**src/rtl/csr_commit_sequencer.sv**
```systemverilog
// Commit-stage CSR sequencer: issues one CSR file transaction per ROB-head
// CSR op, writes rd back, releases the CSR buffer and handles flush/timeout.
module csr_commit_sequencer #(
    parameter int unsigned XLEN    = 64,
    parameter int unsigned TIMEOUT = 64
) (
    input  logic            clk_i,
    input  logic            rst_ni,
    input  logic            flush_i,
    input  logic            commit_valid_i,
    input  logic [1:0]      commit_op_i,
    input  logic [XLEN-1:0] commit_wdata_i,
    input  logic            commit_rs1_zero_i,
    input  logic [4:0]      commit_rd_i,
    input  logic [11:0]     csr_addr_i,
    output logic            commit_ack_o,
    output logic            csr_commit_o,
    output logic            csr_req_valid_o,
    input  logic            csr_req_ready_i,
    output logic [1:0]      csr_op_o,
    output logic [11:0]     csr_addr_o,
    output logic [XLEN-1:0] csr_wdata_o,
    input  logic            csr_rsp_valid_i,
    input  logic [XLEN-1:0] csr_rdata_i,
    input  logic            csr_exception_i,
    output logic            wb_valid_o,
    output logic [4:0]      wb_rd_o,
    output logic [XLEN-1:0] wb_data_o,
    output logic            exception_o,
    output logic            timeout_o,
    output logic            flush_req_o,
    input  logic            flush_ack_i
);

    localparam int unsigned CW = $clog2(TIMEOUT) + 1;

    typedef enum logic [2:0] {
        IDLE,
        REQ,
        WAIT_RSP,
        DRAIN,
        FLUSH
    } state_e;

    state_e          state_q, state_d;
    logic [CW-1:0]   cnt_q, cnt_d;
    logic [4:0]      rd_q;
    logic [1:0]      eff_op;
    logic            side_fx;
    logic            load;
    logic            ack_d, commit_d, wb_d, exc_d, to_d;

    // SET/CLEAR with a zero operand must not produce a write side effect
    assign eff_op = (commit_op_i[1] & commit_rs1_zero_i) ? 2'b00 : commit_op_i;

    assign side_fx = (csr_op_o != 2'b00) &&
                     ((csr_addr_o == 12'h180) || (csr_addr_o == 12'h300) ||
                      (csr_addr_o == 12'h100) || (csr_addr_o == 12'h301));

    assign csr_req_valid_o = (state_q == REQ);
    assign flush_req_o     = (state_q == FLUSH);

    always_comb begin
        state_d  = state_q;
        cnt_d    = cnt_q;
        load     = 1'b0;
        ack_d    = 1'b0;
        commit_d = 1'b0;
        wb_d     = 1'b0;
        exc_d    = 1'b0;
        to_d     = 1'b0;
        unique case (state_q)
            IDLE: begin
                if (commit_valid_i & ~flush_i & ~commit_ack_o) begin
                    load    = 1'b1;
                    state_d = REQ;
                end
            end
            REQ: begin
                // an accepted request always gets its response collected
                if (csr_req_ready_i) begin
                    state_d = flush_i ? DRAIN : WAIT_RSP;
                    cnt_d   = '0;
                end else if (flush_i) begin
                    state_d = IDLE;
                end
            end
            WAIT_RSP: begin
                cnt_d = cnt_q + CW'(1);
                if (csr_rsp_valid_i) begin
                    ack_d = 1'b1;
                    if (csr_exception_i) begin
                        exc_d   = 1'b1;
                        state_d = IDLE;
                    end else begin
                        commit_d = 1'b1;
                        wb_d     = (rd_q != 5'd0);
                        state_d  = side_fx ? FLUSH : IDLE;
                    end
                end else if (flush_i) begin
                    state_d = DRAIN;
                end else if (cnt_q == CW'(TIMEOUT - 1)) begin
                    ack_d   = 1'b1;
                    exc_d   = 1'b1;
                    to_d    = 1'b1;
                    state_d = DRAIN;
                end
            end
            DRAIN: begin
                if (csr_rsp_valid_i) state_d = IDLE;
            end
            FLUSH: begin
                if (flush_ack_i) state_d = IDLE;
            end
            default: state_d = IDLE;
        endcase
    end

    always_ff @(posedge clk_i or negedge rst_ni) begin
        if (!rst_ni) begin
            state_q      <= IDLE;
            cnt_q        <= '0;
            rd_q         <= '0;
            csr_op_o     <= '0;
            csr_addr_o   <= '0;
            csr_wdata_o  <= '0;
            commit_ack_o <= 1'b0;
            csr_commit_o <= 1'b0;
            wb_valid_o   <= 1'b0;
            exception_o  <= 1'b0;
            timeout_o    <= 1'b0;
            wb_rd_o      <= '0;
            wb_data_o    <= '0;
        end else begin
            state_q      <= state_d;
            cnt_q        <= cnt_d;
            commit_ack_o <= ack_d;
            csr_commit_o <= commit_d;
            wb_valid_o   <= wb_d;
            exception_o  <= exc_d;
            timeout_o    <= to_d;
            if (load) begin
                csr_op_o    <= eff_op;
                csr_addr_o  <= csr_addr_i;
                csr_wdata_o <= commit_wdata_i;
                rd_q        <= commit_rd_i;
            end
            if (commit_d) begin
                wb_rd_o   <= rd_q;
                wb_data_o <= csr_rdata_i;
            end
        end
    end

endmodule
```
**config.mk**
```make
export PLATFORM = sky130hd
export DESIGN_NAME = csr_commit_sequencer
export DESIGN_NICKNAME = d
export VERILOG_FILES = /design/src/rtl/csr_commit_sequencer.sv
export SDC_FILE = /design/constraint.sdc
export NUM_CORES = 1
export LEC_CHECK = 0
export ABC_AREA = 1
export CAP_MARGIN = 20
export CORE_UTILIZATION = 35
export CTS_BUF_LIST = sky130_fd_sc_hd__clkbuf_16
export CTS_CLUSTER_SIZE = 30
export DETAILED_ROUTE_END_ITERATION = 10
export PLACE_DENSITY_LB_ADDON = 0.15
export SETUP_SLACK_MARGIN = 0.4
export SLEW_MARGIN = 20
export SYNTH_ARGS = -nofsm -noshare
export SYNTH_HDL_FRONTEND = slang
export SYNTH_SLANG_ARGS = --single-unit
export TNS_END_PERCENT = 1
```
**constraint.sdc**
```tcl
create_clock -name clk_i -period 1.2 [get_ports clk_i]
set_input_delay 0.24 -clock clk_i [delete_from_list [all_inputs] [get_ports clk_i]]
set_output_delay 0.24 -clock clk_i [all_outputs]
set_load 0.005 [all_outputs]
```
==> results by group <==
Place
  – Post-DP HPWL: 14.2 mm
  – I/O Buffers: 309
  – Dpl ws: -492 ps
  – Placed insts: 1312
  – RePlAce Congestion: 0.819
  – Placed Instance Area: 10400 µm²

Critical path
  – Worst Path Max Fanout: 55
  – Reg2reg path depth: 9
  – Critical Path End Type: register
  – Worst path bufs/invs: 4
  – CP cell instances: buf_6 -> inv_4 -> buf_6 -> nand2_4 -> nor2_4 -> nand2_4 -> buf_12 -> nand2_1 -> nand2_1
  – Max stage delay on crit path: 400 ps
  – Crit Path Class: register to register
  – WP data required: 1500 ps
  – CP max stage cell: dfrtp_1
  – CP startpoint kind: register
  – Critical Path Stages: 9
  – Worst Path Arrival: 1820 ps
  – Top delay family on crit path: buffers and inverters

Finish
  – Fin cells: 1362
  – Layout cell share with drive strength beyond 1: 24.6%
  – Final #Nets: 1277
  – Design Area, Final: 10500 µm²
  – Diode count: 0
  – Most frequent cells in the layout: nand2_1 (444), dfrtp_1 (167), clkdlybuf4s50_1 (154)
  – Commonest non-fill, non-tap cell in the layout: nand2_1
  – Synth-to-Final Area Change: 58.9%

Yosys
  – Netlist Area Pre-Place: 6620 µm²
  – Largest family of logic cells by synthesized area: simple AND/OR/NAND/NOR gates
  – Post-synthesis adder-cell area fraction: 0.189%
  – Synthesized Nets: 914
  – Yosys warnings: 0
  – Synth Area in Compound Gates: 2.50%
  – Mux cell area share after synthesis: 0.151%
  – Synth cell types: 28
  – Post-synthesis cell count: 757
  – Simple-gate area share of the yosys netlist: 28.6%
  – Synth Register Bits: 167
  – Xor/xnor share of the synthesized area: 0.132%
  – Sequential-to-total area share from yosys stat: 63.1%
  – Syn avg cell area: 8.74 µm²

Run status
  – Failing checks: negative setup slack
  – Outcome: complete, but fails checks

Clocking
  – CTS sink count: 167
  – Clk Latency, worst-skew pair: 420 ps
  – H-tree lvl count: 4
  – Reg clk slew, reported paths: 70 ps
  – CTS Buffer Depth: 2
  – CTS tree: done
  – Clk root buf: clkbuf_16
  – CTS buffer count: 17

STA
  – Post-route minimum period: 1520 ps
  – Final hold viol count: 0
  – Worst-Margin Slew: 349 ps
  – Smallest hold slack: 306 ps
  – Clock skew: 11.3 ps
  – Final setup margin: -319 ps
  – Fin. max-slew vios: 0
  – Tcrit/Tclk final: 127%
  – Fmax: 0.658 GHz
  – Relative max-transition margin: 76.8%
  – # setup viols final: 169
  – RSZ-0062 raised after global routing: yes

Floorplan
  – Die area: 19500 µm²
  – Initial Util: 36.2%
  – Number of core rows: 49
  – DIE HEIGHT: 140 µm
  – Die span in x: 140 µm
  – I/O pins: 310
  – Core area: 18300 µm²

Global routing
  – Vias in the first global route: 6094
  – First-pass GRT wire length: 31.2 mm
  – Global-route usage over all layers: 20.8%
  – Congestion Overflow GR: 0
  – Largest net degree at the start of global routing: 56
  – Initial antenna violation count: 0

Routing
  – Routed length per placed instance: 14.5 µm
  – Pre-antenna DRT Iters: 4
  – Initial DRC count: 266
  – Remaining antenna violation count: 0
  – Routed Wire Length: 19.8 mm
  – Residual DRC: 0
  – Vias: 6043
  – Via/cell ratio: 4.44

Power
  – Pwr dens: 2210 nW/µm²
  – Leakage: 5.73 nW
  – Maximum VDD drop: 0.000978 V

Flow run
  – MaxCap Viol Count: 0

Worst hold path
  – Worst min path class: input port to asynchronous set/reset pin
## final timing paths
kind                               startpoint              end  slack, ps
max reg2reg                        state_q[0]    wb_data_o[31]       -320
min                                    rst_ni    wb_data_o[44]        310
min in group clk_i         commit_wdata_i[61]  csr_wdata_o[61]        350
min reg2reg                     wb_data_o[27]    wb_data_o[27]        460
max                                state_q[0]    wb_data_o[31]       -320
max in group asynchronous              rst_ni  csr_wdata_o[17]        460
## through the flow
| stage | utilization (%) | TNS (ps) | power [mW] |
|---|---|---|---|
| 6_report | 57.6 | -44360 | 23.2 |
| 5_1_grt | 57.6 | -58770 | 25.0 |
| 3_3_place_gp | 56.7 | -65120 | 19.4 |
| 2_1_floorplan | - | -8350 | 12.8 |
| 3_5_place_dp | 56.7 | -67820 | 19.6 |
| 4_1_cts | 58.9 | -45260 | 23.9 |
## area by class of cell
cell class | count | area (µm²)
Fill cell | 1644 | 7750
Sequential cell | 167 | 4180
Timing Repair Buffer | 376 | 3180
Multi-Input combinational cell | 524 | 2160
Clock buffer | 17 | 425
Tap cell | 229 | 287
Inverter | 34 | 150
Clock inverter | 15 | 141
## cell usage after synthesis
cell | instances | share of area [%]
nand3_2 | 1 | 0.15
o21bai_1 | 1 | 0.11
dfrtp_1 | 167 | 63
nor2_2 | 2 | 0.19
o22ai_1 | 2 | 0.19
nor2_1 | 18 | 1.0
nand3b_1 | 1 | 0.11
clkbuf_1 | 6 | 0.34
inv_1 | 28 | 1.6
nand2_4 | 1 | 0.17
nand3_1 | 7 | 0.53
o21ai_1 | 1 | 0.076
nor2_4 | 1 | 0.17
a31oi_1 | 1 | 0.095
mux2i_1 | 1 | 0.15
buf_2 | 14 | 1.1
ha_1 | 1 | 0.19
nand4_1 | 3 | 0.28
buf_6 | 11 | 1.9
a22o_1 | 1 | 0.13
a21oi_1 | 1 | 0.076
xor2_1 | 1 | 0.13
nand2_1 | 453 | 26
o21ai_0 | 24 | 1.8
nor3_1 | 1 | 0.076
inv_2 | 6 | 0.34
nand2_2 | 2 | 0.19
buf_4 | 1 | 0.11
## power breakdown
part	internal (mW)	total, mW	switching [mW]
clock network	3.03	5.27	2.23
registers	8.08	9.40	1.33
logic	4.28	8.54	4.25
## cell families after synthesis
family	Yosys count
mux	1
simple gates	490
compound gates	31
xor+xnor	1
buf+inv	66
flops	167
fa+ha+maj	1
## metal layers
metal	global-route usage, %	wire length (µm)	up-vias
met3	8.05	1900	22
li1	-	-	3020
met5	0	0	-
met4	8.07	376	0
met1	24.2	8180	2754
met2	34.8	9340	247
## sequential cells by signal (all words and copies together), names as in the netlist
name	cells
csr_wdata_o	64
csr_op_o	2
commit_ack_o	1
exception_o	1
wb_valid_o	1
cnt_q	7
wb_rd_o	5
rd_q	5
csr_addr_o	12
timeout_o	1
wb_data_o	64
state_q	3
csr_commit_o	1
## timing repair
item	4_1_cts	5_1_grt
setup buffers	14	0
endpoints found under the setup margin	321	430
cloned	1	2
hold buffers	1	0
resized for setup	506	90
endpoints found under the hold margin	22	0
pin swaps	3	5
No activity file was read; power rests on OpenSTA's default activity.
